[src/rtl/dff_bank_arbiter_if.sv]
// Request/grant/capture bundle between requesters and the shared-register arbiter.
// The master side belongs to the requesters, and the slave side belongs to the arbiter.
interface dff_bank_arbiter_if #(
  parameter int NUM_REQ = 4,
  parameter int DATA_W  = 8
);
  localparam int IDX_W = $clog2(NUM_REQ);

  logic [NUM_REQ-1:0]        req_in;
  logic [NUM_REQ*DATA_W-1:0] data_in;
  logic [NUM_REQ-1:0]        grant_out;
  logic [NUM_REQ-1:0]        ack_out;
  logic [DATA_W-1:0]         q_out;
  logic                      q_valid_out;
  logic [IDX_W-1:0]          owner_out;
  logic                      busy_out;

  modport master (
    output req_in, data_in,
    input  grant_out, ack_out, q_out, q_valid_out, owner_out, busy_out
  );

  modport slave (
    input  req_in, data_in,
    output grant_out, ack_out, q_out, q_valid_out, owner_out, busy_out
  );
endinterface

[src/rtl/dff_bank_arbiter.sv]
// Round-robin write arbiter in front of a single shared flip-flop register.
// Each write passes through GRANT and then CAPTURE. The register loads only on entry to CAPTURE.
module dff_bank_arbiter #(
  parameter int NUM_REQ = 4,
  parameter int DATA_W  = 8
) (
  input logic               clk,
  input logic               rst_n,
  dff_bank_arbiter_if.slave bus
);
  localparam int IDX_W = $clog2(NUM_REQ);

  typedef enum logic [1:0] {
    ST_IDLE    = 2'd0,
    ST_GRANT   = 2'd1,
    ST_CAPTURE = 2'd2
  } state_t;

  state_t               r_state, w_state_next;
  logic [IDX_W-1:0]     r_ptr, w_ptr_next;
  logic [IDX_W-1:0]     r_win, w_win_next;
  logic [NUM_REQ-1:0]   r_grant, w_grant_next;
  logic [NUM_REQ-1:0]   r_ack, w_ack_next;
  logic [DATA_W-1:0]    r_q, w_q_next;
  logic                 r_q_valid, w_q_valid_next;
  logic [IDX_W-1:0]     r_owner, w_owner_next;
  logic                 r_busy, w_busy_next;

  logic [DATA_W-1:0]    w_data [NUM_REQ];
  logic [NUM_REQ-1:0]   w_win_oh;
  logic [NUM_REQ-1:0]   w_req_masked;
  logic [IDX_W-1:0]     w_cand_idx [NUM_REQ];
  logic [NUM_REQ-1:0]   w_cand_req;
  logic                 w_sel_found;
  logic [IDX_W-1:0]     w_sel_idx;
  logic [NUM_REQ-1:0]   w_sel_oh;
  logic [IDX_W-1:0]     w_ptr_inc;

  // Candidate gi is the requester that sits gi places above the priority pointer, with wrap-around.
  for (genvar gi = 0; gi < NUM_REQ; gi++) begin : g_req
    assign w_data[gi]     = bus.data_in[gi*DATA_W +: DATA_W];
    assign w_win_oh[gi]   = (r_win == IDX_W'(gi));
    assign w_sel_oh[gi]   = (w_sel_idx == IDX_W'(gi));
    assign w_cand_idx[gi] = IDX_W'((32'(r_ptr) + 32'(gi)) % 32'(NUM_REQ));
    assign w_cand_req[gi] = w_req_masked[w_cand_idx[gi]];
  end

  // While in CAPTURE, the requester being acknowledged cannot win again straight away.
  assign w_req_masked = bus.req_in & ~((r_state == ST_CAPTURE) ? w_win_oh : '0);

  always_comb begin
    w_sel_found = 1'b0;
    w_sel_idx   = '0;
    for (int k = NUM_REQ - 1; k >= 0; k--) begin
      if (w_cand_req[k]) begin
        w_sel_found = 1'b1;
        w_sel_idx   = w_cand_idx[k];
      end
    end
  end

  assign w_ptr_inc = (r_win == IDX_W'(NUM_REQ - 1)) ? '0 : r_win + 1'b1;

  always_comb begin
    w_state_next   = r_state;
    w_win_next     = r_win;
    w_ptr_next     = r_ptr;
    w_grant_next   = '0;
    w_ack_next     = '0;
    w_q_next       = r_q;
    w_q_valid_next = r_q_valid;
    w_owner_next   = r_owner;
    w_busy_next    = 1'b0;
    case (r_state)
      ST_IDLE: begin
        if (w_sel_found) begin
          w_state_next = ST_GRANT;
          w_win_next   = w_sel_idx;
          w_grant_next = w_sel_oh;
          w_busy_next  = 1'b1;
        end
      end
      ST_GRANT: begin
        // If the winner drops its request here, the access is abandoned and the pointer stays put.
        if (bus.req_in[r_win]) begin
          w_state_next   = ST_CAPTURE;
          w_q_next       = w_data[r_win];
          w_ack_next     = w_win_oh;
          w_owner_next   = r_win;
          w_q_valid_next = 1'b1;
          w_ptr_next     = w_ptr_inc;
          w_busy_next    = 1'b1;
        end else begin
          w_state_next = ST_IDLE;
        end
      end
      ST_CAPTURE: begin
        if (w_sel_found) begin
          w_state_next = ST_GRANT;
          w_win_next   = w_sel_idx;
          w_grant_next = w_sel_oh;
          w_busy_next  = 1'b1;
        end else begin
          w_state_next = ST_IDLE;
        end
      end
      default: begin
        w_state_next = ST_IDLE;
      end
    endcase
  end

  always_ff @(posedge clk or negedge rst_n) begin
    if (!rst_n) begin
      r_state   <= ST_IDLE;
      r_ptr     <= '0;
      r_win     <= '0;
      r_grant   <= '0;
      r_ack     <= '0;
      r_q       <= '0;
      r_q_valid <= 1'b0;
      r_owner   <= '0;
      r_busy    <= 1'b0;
    end else begin
      r_state   <= w_state_next;
      r_ptr     <= w_ptr_next;
      r_win     <= w_win_next;
      r_grant   <= w_grant_next;
      r_ack     <= w_ack_next;
      r_q       <= w_q_next;
      r_q_valid <= w_q_valid_next;
      r_owner   <= w_owner_next;
      r_busy    <= w_busy_next;
    end
  end

  assign bus.grant_out   = r_grant;
  assign bus.ack_out     = r_ack;
  assign bus.q_out       = r_q;
  assign bus.q_valid_out = r_q_valid;
  assign bus.owner_out   = r_owner;
  assign bus.busy_out    = r_busy;
endmodule

[src/flat_wrapper.sv]
// flat-port wrapper written by rule: the top's interface ports become plain ports
module dff_bank_arbiter_flat 
#(
  parameter int NUM_REQ = 4,
  parameter int DATA_W  = 8
)
  (clk, rst_n, bus_req_in, bus_data_in, bus_grant_out, bus_ack_out, bus_q_out, bus_q_valid_out, bus_owner_out, bus_busy_out);
  dff_bank_arbiter_if #(.NUM_REQ(NUM_REQ), .DATA_W(DATA_W)) bus_i ();
  input logic clk;
  input logic rst_n;
  input wire logic [$bits(bus_i.req_in)-1:0] bus_req_in;
  input wire logic [$bits(bus_i.data_in)-1:0] bus_data_in;
  output wire logic [$bits(bus_i.grant_out)-1:0] bus_grant_out;
  output wire logic [$bits(bus_i.ack_out)-1:0] bus_ack_out;
  output wire logic [$bits(bus_i.q_out)-1:0] bus_q_out;
  output wire logic [$bits(bus_i.q_valid_out)-1:0] bus_q_valid_out;
  output wire logic [$bits(bus_i.owner_out)-1:0] bus_owner_out;
  output wire logic [$bits(bus_i.busy_out)-1:0] bus_busy_out;
  assign bus_i.req_in = bus_req_in;
  assign bus_i.data_in = bus_data_in;
  assign bus_grant_out = bus_i.grant_out;
  assign bus_ack_out = bus_i.ack_out;
  assign bus_q_out = bus_i.q_out;
  assign bus_q_valid_out = bus_i.q_valid_out;
  assign bus_owner_out = bus_i.owner_out;
  assign bus_busy_out = bus_i.busy_out;
  dff_bank_arbiter #(.NUM_REQ(NUM_REQ), .DATA_W(DATA_W)) u_core (.clk(clk), .rst_n(rst_n), .bus(bus_i));
endmodule
[config.mk]
export PLATFORM = sky130hd
export DESIGN_NAME = dff_bank_arbiter_flat
export DESIGN_NICKNAME = d
export VERILOG_FILES = /design/src/rtl/dff_bank_arbiter_if.sv /design/src/rtl/dff_bank_arbiter.sv /design/src/flat_wrapper.sv
export SDC_FILE = /design/constraint.sdc
export NUM_CORES = 1
export LEC_CHECK = 0
export ABC_CLOCK_PERIOD_IN_PS = 3690
export CAP_MARGIN = 20
export CORE_ASPECT_RATIO = 0.9
export CORE_UTILIZATION = 25
export CTS_CLUSTER_SIZE = 8
export DETAILED_ROUTE_END_ITERATION = 6
export MAX_ROUTING_LAYER = met4
export SKIP_CTS_REPAIR_TIMING = 1
export SLEW_MARGIN = 10
export SYNTH_ARGS = -nofsm -noshare
export SYNTH_HDL_FRONTEND = slang
export SYNTH_SLANG_ARGS = --single-unit
[constraint.sdc]
create_clock -name clk -period 3.69 [get_ports clk]
set_clock_uncertainty 0.05 [all_clocks]
set_input_delay 0.738 -clock clk [delete_from_list [all_inputs] [get_ports clk]]
set_output_delay 0.738 -clock clk [all_outputs]
set_load 0.02 [all_outputs]
Yosys cells after proc, flatten, opt, wreduce, memory -nomap -nowiden
Index checks and enable logic that the tools add are counted.
{ "classes": {"n_bitwise": 3, "eq_ne": 9, "reduce_logical": 6, "muxes": 34, "magnitude_cmp": 6, "add_sub_neg": 4} }
{ "op_table": {"columns": ["cell", "n"], "rows": [
  ["$mux W4", 5],
  ["$bmux W8 S2", 1],
  ["$mux W8", 2],
  ["$lt A2 B3 Y1 const B", 5],
  ["$mux W2", 7],
  ["$mux W1", 12],
  ["$bmux W1 S2", 5],
  ["$eq A2 B2 Y1 const B", 5],
  ["$eq A2 B1 Y1 const B", 3],
  ["$logic_not A2 Y1", 3],
  ["$pmux W2 S3", 1],
  ["$add A2 B1 Y2 const B", 2],
  ["$add A2 B2 Y2 const B", 2],
  ["$and A4 B4 Y4", 1],
  ["$not A4 Y4", 1],
  ["$reduce_and A2 Y1", 2],
  ["$ge A3 B3 Y1 const B", 1],
  ["$not A2 Y3", 1],
  ["$ne A2 B1 Y1 const B", 1],
  ["$pmux W1 S2", 1],
  ["$reduce_or A2 Y1", 1]
]} }
{ "totals": {"input_bits": 38, "regBits": 26, "out_inout_bits": 20, "elab_cells": 71} }

Logic depth before layout (Yosys ltp)
{ "depth": {"ltp_word": 13, "ltp_mapped": 8, "ltp_nobuf": 7} }

Least setup slack after synthesis
OpenSTA, ideal clock, no wires.
{ "synth_path": {"path_kind": "input port to flip-flop", "from": "input bus_req_in[1]", "to": "register u_core.r_q[0] (netlist: u_core.bus.q_out[0])", "required_time_ns": 3.515, "setup_slack_ns": 1.792, "cell_stages": 4, "t_arrival_ns": 1.723, "cell_sequence": "mux2_1 o2111ai_2 buf_4 mux2_2"} }
{ "synth_via": {"elab_chain_len": 3} }
{ "synth_rtl": {"columns": ["item", "line", "rtl"], "rows": [
  ["start, declared", "flat_wrapper.sv:11", "input wire logic [$bits(bus_i.req_in)-1:0] bus_req_in;"],
  ["$bmux W1 S2", "dff_bank_arbiter.sv:85", "if (bus.req_in[r_win]) begin"],
  ["$mux W1 (implied by the code)", "dff_bank_arbiter.sv:85", null],
  ["$reduce_and A2 Y1 (no line)", null, null],
  ["end signal, assigned", "dff_bank_arbiter.sv:130", "r_q <= w_q_next;"],
  ["end, declared", "dff_bank_arbiter.sv:24", "logic [DATA_W-1:0] r_q, w_q_next;"]
]} }
No other way between the ends. The select of a mux whose other input is x is not followed.
A chain may end at the register's enable or synchronous reset.

Worst setup path after layout
{ "layout_path": {"from": "input bus_req_in[1]", "to": "register u_core.r_ack[0] (netlist: u_core.bus.ack_out[0])"} }
{ "layout_via": {"elab_chain_len": 4} }
{ "layout_rtl": {"columns": ["item", "line", "rtl"], "rows": [
  ["$bmux W1 S2", "dff_bank_arbiter.sv:85", null],
  ["$mux W1 (implied by the code)", "dff_bank_arbiter.sv:85", null],
  ["$mux W4", "dff_bank_arbiter.sv:85", null],
  ["$mux W4", "dff_bank_arbiter.sv:74", "case (r_state)"],
  ["named net u_core.w_ack_next[0]", "dff_bank_arbiter.sv:23", "logic [NUM_REQ-1:0] r_ack, w_ack_next;"],
  ["end signal, assigned", "dff_bank_arbiter.sv:129", "r_ack <= w_ack_next;"],
  ["end, declared", "dff_bank_arbiter.sv:23", null]
]} }
The timed path passes the listed nets, and every way through them passes these cells. The select of a mux whose other input is x is not followed.

==> impl_metrics.toml <==
[setup_path]
max_stage_delay_ps = 640
timing.setup.critical_path_class = "primary input to register"
crit_chain = "clkdlybuf4s50_1 > mux2_1 > o2111ai_2 > buf_4 > inv_2 > and2_1"
worstSetupStartpointType = "primary input"
cp.arrival_ps = 2650
critPathRequiredTime_ps = 3800
worstPathMaxFanout = 14
r2r_cells = 5
cp_slowest_cell = "o2111ai_2"
worst_setup_path_end_kind = "register"

[finish]
layout-drive-gt1-share_pct = 23.5
nFillCells = 528
areaGrowthSynthToFinish_pct = 49.3
n_antenna_cell = 0
final_nets = 209

[clock_network]
numCtsBuffers = 3
cts_sinks = 26
cts_buffer_depth = 2
cts_root_buffer = "clkbuf_8"
worstSkewPairLatency_ps = 270
clkTransAtPathRegs_ps = 80
htree_levels = 1
cts_tree = "built"

[synth]
syn_inst = 107
yosys_warnings = 0
netlist.area_leader.share_pct = 46.2
synth_area_um2 = 1410
synth_edf_count = 0
synth_fp_nets = 149
async_flop_share_pct = 100
synth-main-ff-cell = "dfrtp_1"
synth_area_per_cell_um2 = 13.2
synth_most_common_cell = "dfrtp_1"
yosysUniqueCellTypes = 37
ys_ff_latch = 26
synth_area_leader_cell = "dfrtp_1"
synth_area_leaders = "dfrtp_1 46%, mux4_2 13%, mux2_2 6.4%"
synth_commonest_cells = "26 x dfrtp_1, 9 x nand2_1, 8 x mux2_2, 8 x mux4_2"
ys_seq_area_share_pct = 46.2

[die]
core-area_um2 = 5350
rows = 25
die_x_um = 81.1
io_pins = 58
dieHeight_um = 73.2
dieArea_um2 = 5930
initial_utilization_pct = 26.3

[global_route]
grt_first_pass_wirelength_mm = 5.58
antenna_found_initial = 0
grt.total_usage_pct = 13.0
grt_max_degree = 27
grt.overflow.total = 0
first_global_vias = 1093

[detailed_routing]
met2_length_mm = 1.66
dr.pass1.iters = 4
wl_mm = 3.44
vias = 1097
highest_layer = "met4"
drt-wirelength-per-cell_um = 14.8
avgViaCountPerCell = 4.71
detail-route-antenna-nets = 0
drtIter0Drc = 54
wirelength_met1_mm = 1.61
wl_met3_um = 159
drc = 0

[sta]
slew_violations = 0
setup_violations = 0
hold_viol_final = 0
period_share_pct = 68.8
final.setup.tns_ps = 0
tightest_slew_ps = 783
fmax_ghz = 0.394
rsz0062_at_grt = "no"
fin_crit_ps = 2540
hold_ws_ps = 407
max-slew-margin-rel_pct = 47.8

[placement]
io_buffer_count = 57
dpl.hpwl_mm = 2.74
gp_congestion = 0.952

[power_and_ir_drop]
p_leak_nw = 0.857
p_total_mw = 1.51
power.density_nw_per_um2 = 718
ir_drop_mv = 0.290

[flow_run]
drv_cap = 0

[outcome]
status = "completed"

[hold_path]
hold_class = "primary input to asynchronous set/reset pin"
==> cell usage in the layout (no fill, tap or decap), types with 2 or more instances in the layout <==
| cell type | Yosys | layout |
|---|---|---|
| mux2_1 | 2 | 2 |
| o21ai_0 | 2 | 2 |
| clkdlybuf4s50_1 | 0 | 56 |
| nor2_1 | 6 | 6 |
| mux2_2 | 8 | 8 |
| dfrtp_1 | 26 | 26 |
| inv_1 | 6 | 6 |
| nand3b_1 | 4 | 4 |
| ha_1 | 4 | 4 |
| nor3_2 | 2 | 2 |
| nand2_1 | 9 | 9 |
| and2_1 | 2 | 2 |
| inv_2 | 2 | 2 |
| mux4_2 | 8 | 8 |
| buf_4 | 2 | 2 |
| clkbuf_8 | 0 | 4 |
==> power breakdown <==
part	leakage [nW]	internal [mW]	switching, mW
Combinational	0.507	0.437	0.350
Sequential	0.322	0.401	0.143
Clock	0.0288	0.0953	0.0827
==> logic make-up after synthesis <==
logic type	after synthesis	share of synthesized area, %
and+or+nand+nor	26	10.5
DFF	26	46.2
AOI/OAI and AO/OA	20	14.3
muxes	19	21.5
buffers and inverters	12	3.91
adders and majority gates	4	3.56
==> sequential cells by signal (all words and copies together) (netlist names) <==
signal	cells
u_core.r_state	2
u_core.bus.busy_out	1
u_core.bus.q_valid_out	1
u_core.bus.grant_out	4
u_core.bus.owner_out	2
u_core.r_win	2
u_core.bus.ack_out	4
u_core.r_ptr	2
u_core.bus.q_out	8
==> critical path, delay by kind of cell <==
kind | cells | cell delay (ps)
and+or+nand+nor | 1 | 140
buffers and inverters | 3 | 780
AOI/OAI and AO/OA | 1 | 640
muxes | 1 | 350
==> area by class of cell <==
type / count / area, um^2 / share of cell area (%)
sequential: 26 / 651 / 31.0
inverter: 8 / 30.0 / 1.43
clock buffer: 4 / 55.1 / 2.62
timing repair buffer: 59 / 581 / 27.6
tap: 67 / 83.8 / 3.99
multi-input combinational: 69 / 702 / 33.4
==> metal layers <==
metal,vias to the layer above,GRT usage (%)
met5,-,-
met1,543,16.6
met4,0,3.57
li1,516,-
met2,35,20.9
met3,3,2.75
==> stage by stage <==
| step | cells | utilization, % | setup slack (ps) | instance area (um^2) |
|---|---|---|---|---|
| 5_1_grt | 233 | 39.3 | 1020 | 2100 |
| 3_5_place_dp | 229 | 38.4 | 844 | 2050 |
| 6_report | 233 | 39.3 | 1150 | 2100 |
| 3_3_place_gp | 229 | 38.4 | 927 | 2050 |
| 2_1_floorplan | 107 | - | 1790 | 1410 |
| 4_1_cts | 233 | 39.4 | 1130 | 2110 |
==> final timing paths <==
| path | startpoint | end | slack (ps) |
|---|---|---|---|
| worst max register to register | u_core.r_win[0]$_DFFE_PN0P_ | u_core.bus.ack_out[0]$_DFF_PN0_ | 1220 |
| worst min register to register | u_core.bus.q_valid_out$_DFFE_PN0P_ | u_core.bus.q_valid_out$_DFFE_PN0P_ | 420 |
| worst min-delay path | rst_n | u_core.bus.grant_out[0]$_DFF_PN0_ | 410 |
| max in group asynchronous | rst_n | u_core.bus.q_out[2]$_DFFE_PN0P_ | 2800 |
| worst max-delay path | bus_req_in[1] | u_core.bus.ack_out[0]$_DFF_PN0_ | 1150 |
| min in group clk | u_core.bus.q_valid_out$_DFFE_PN0P_ | u_core.bus.q_valid_out$_DFFE_PN0P_ | 420 |
No activity file was read; power rests on OpenSTA's default activity.
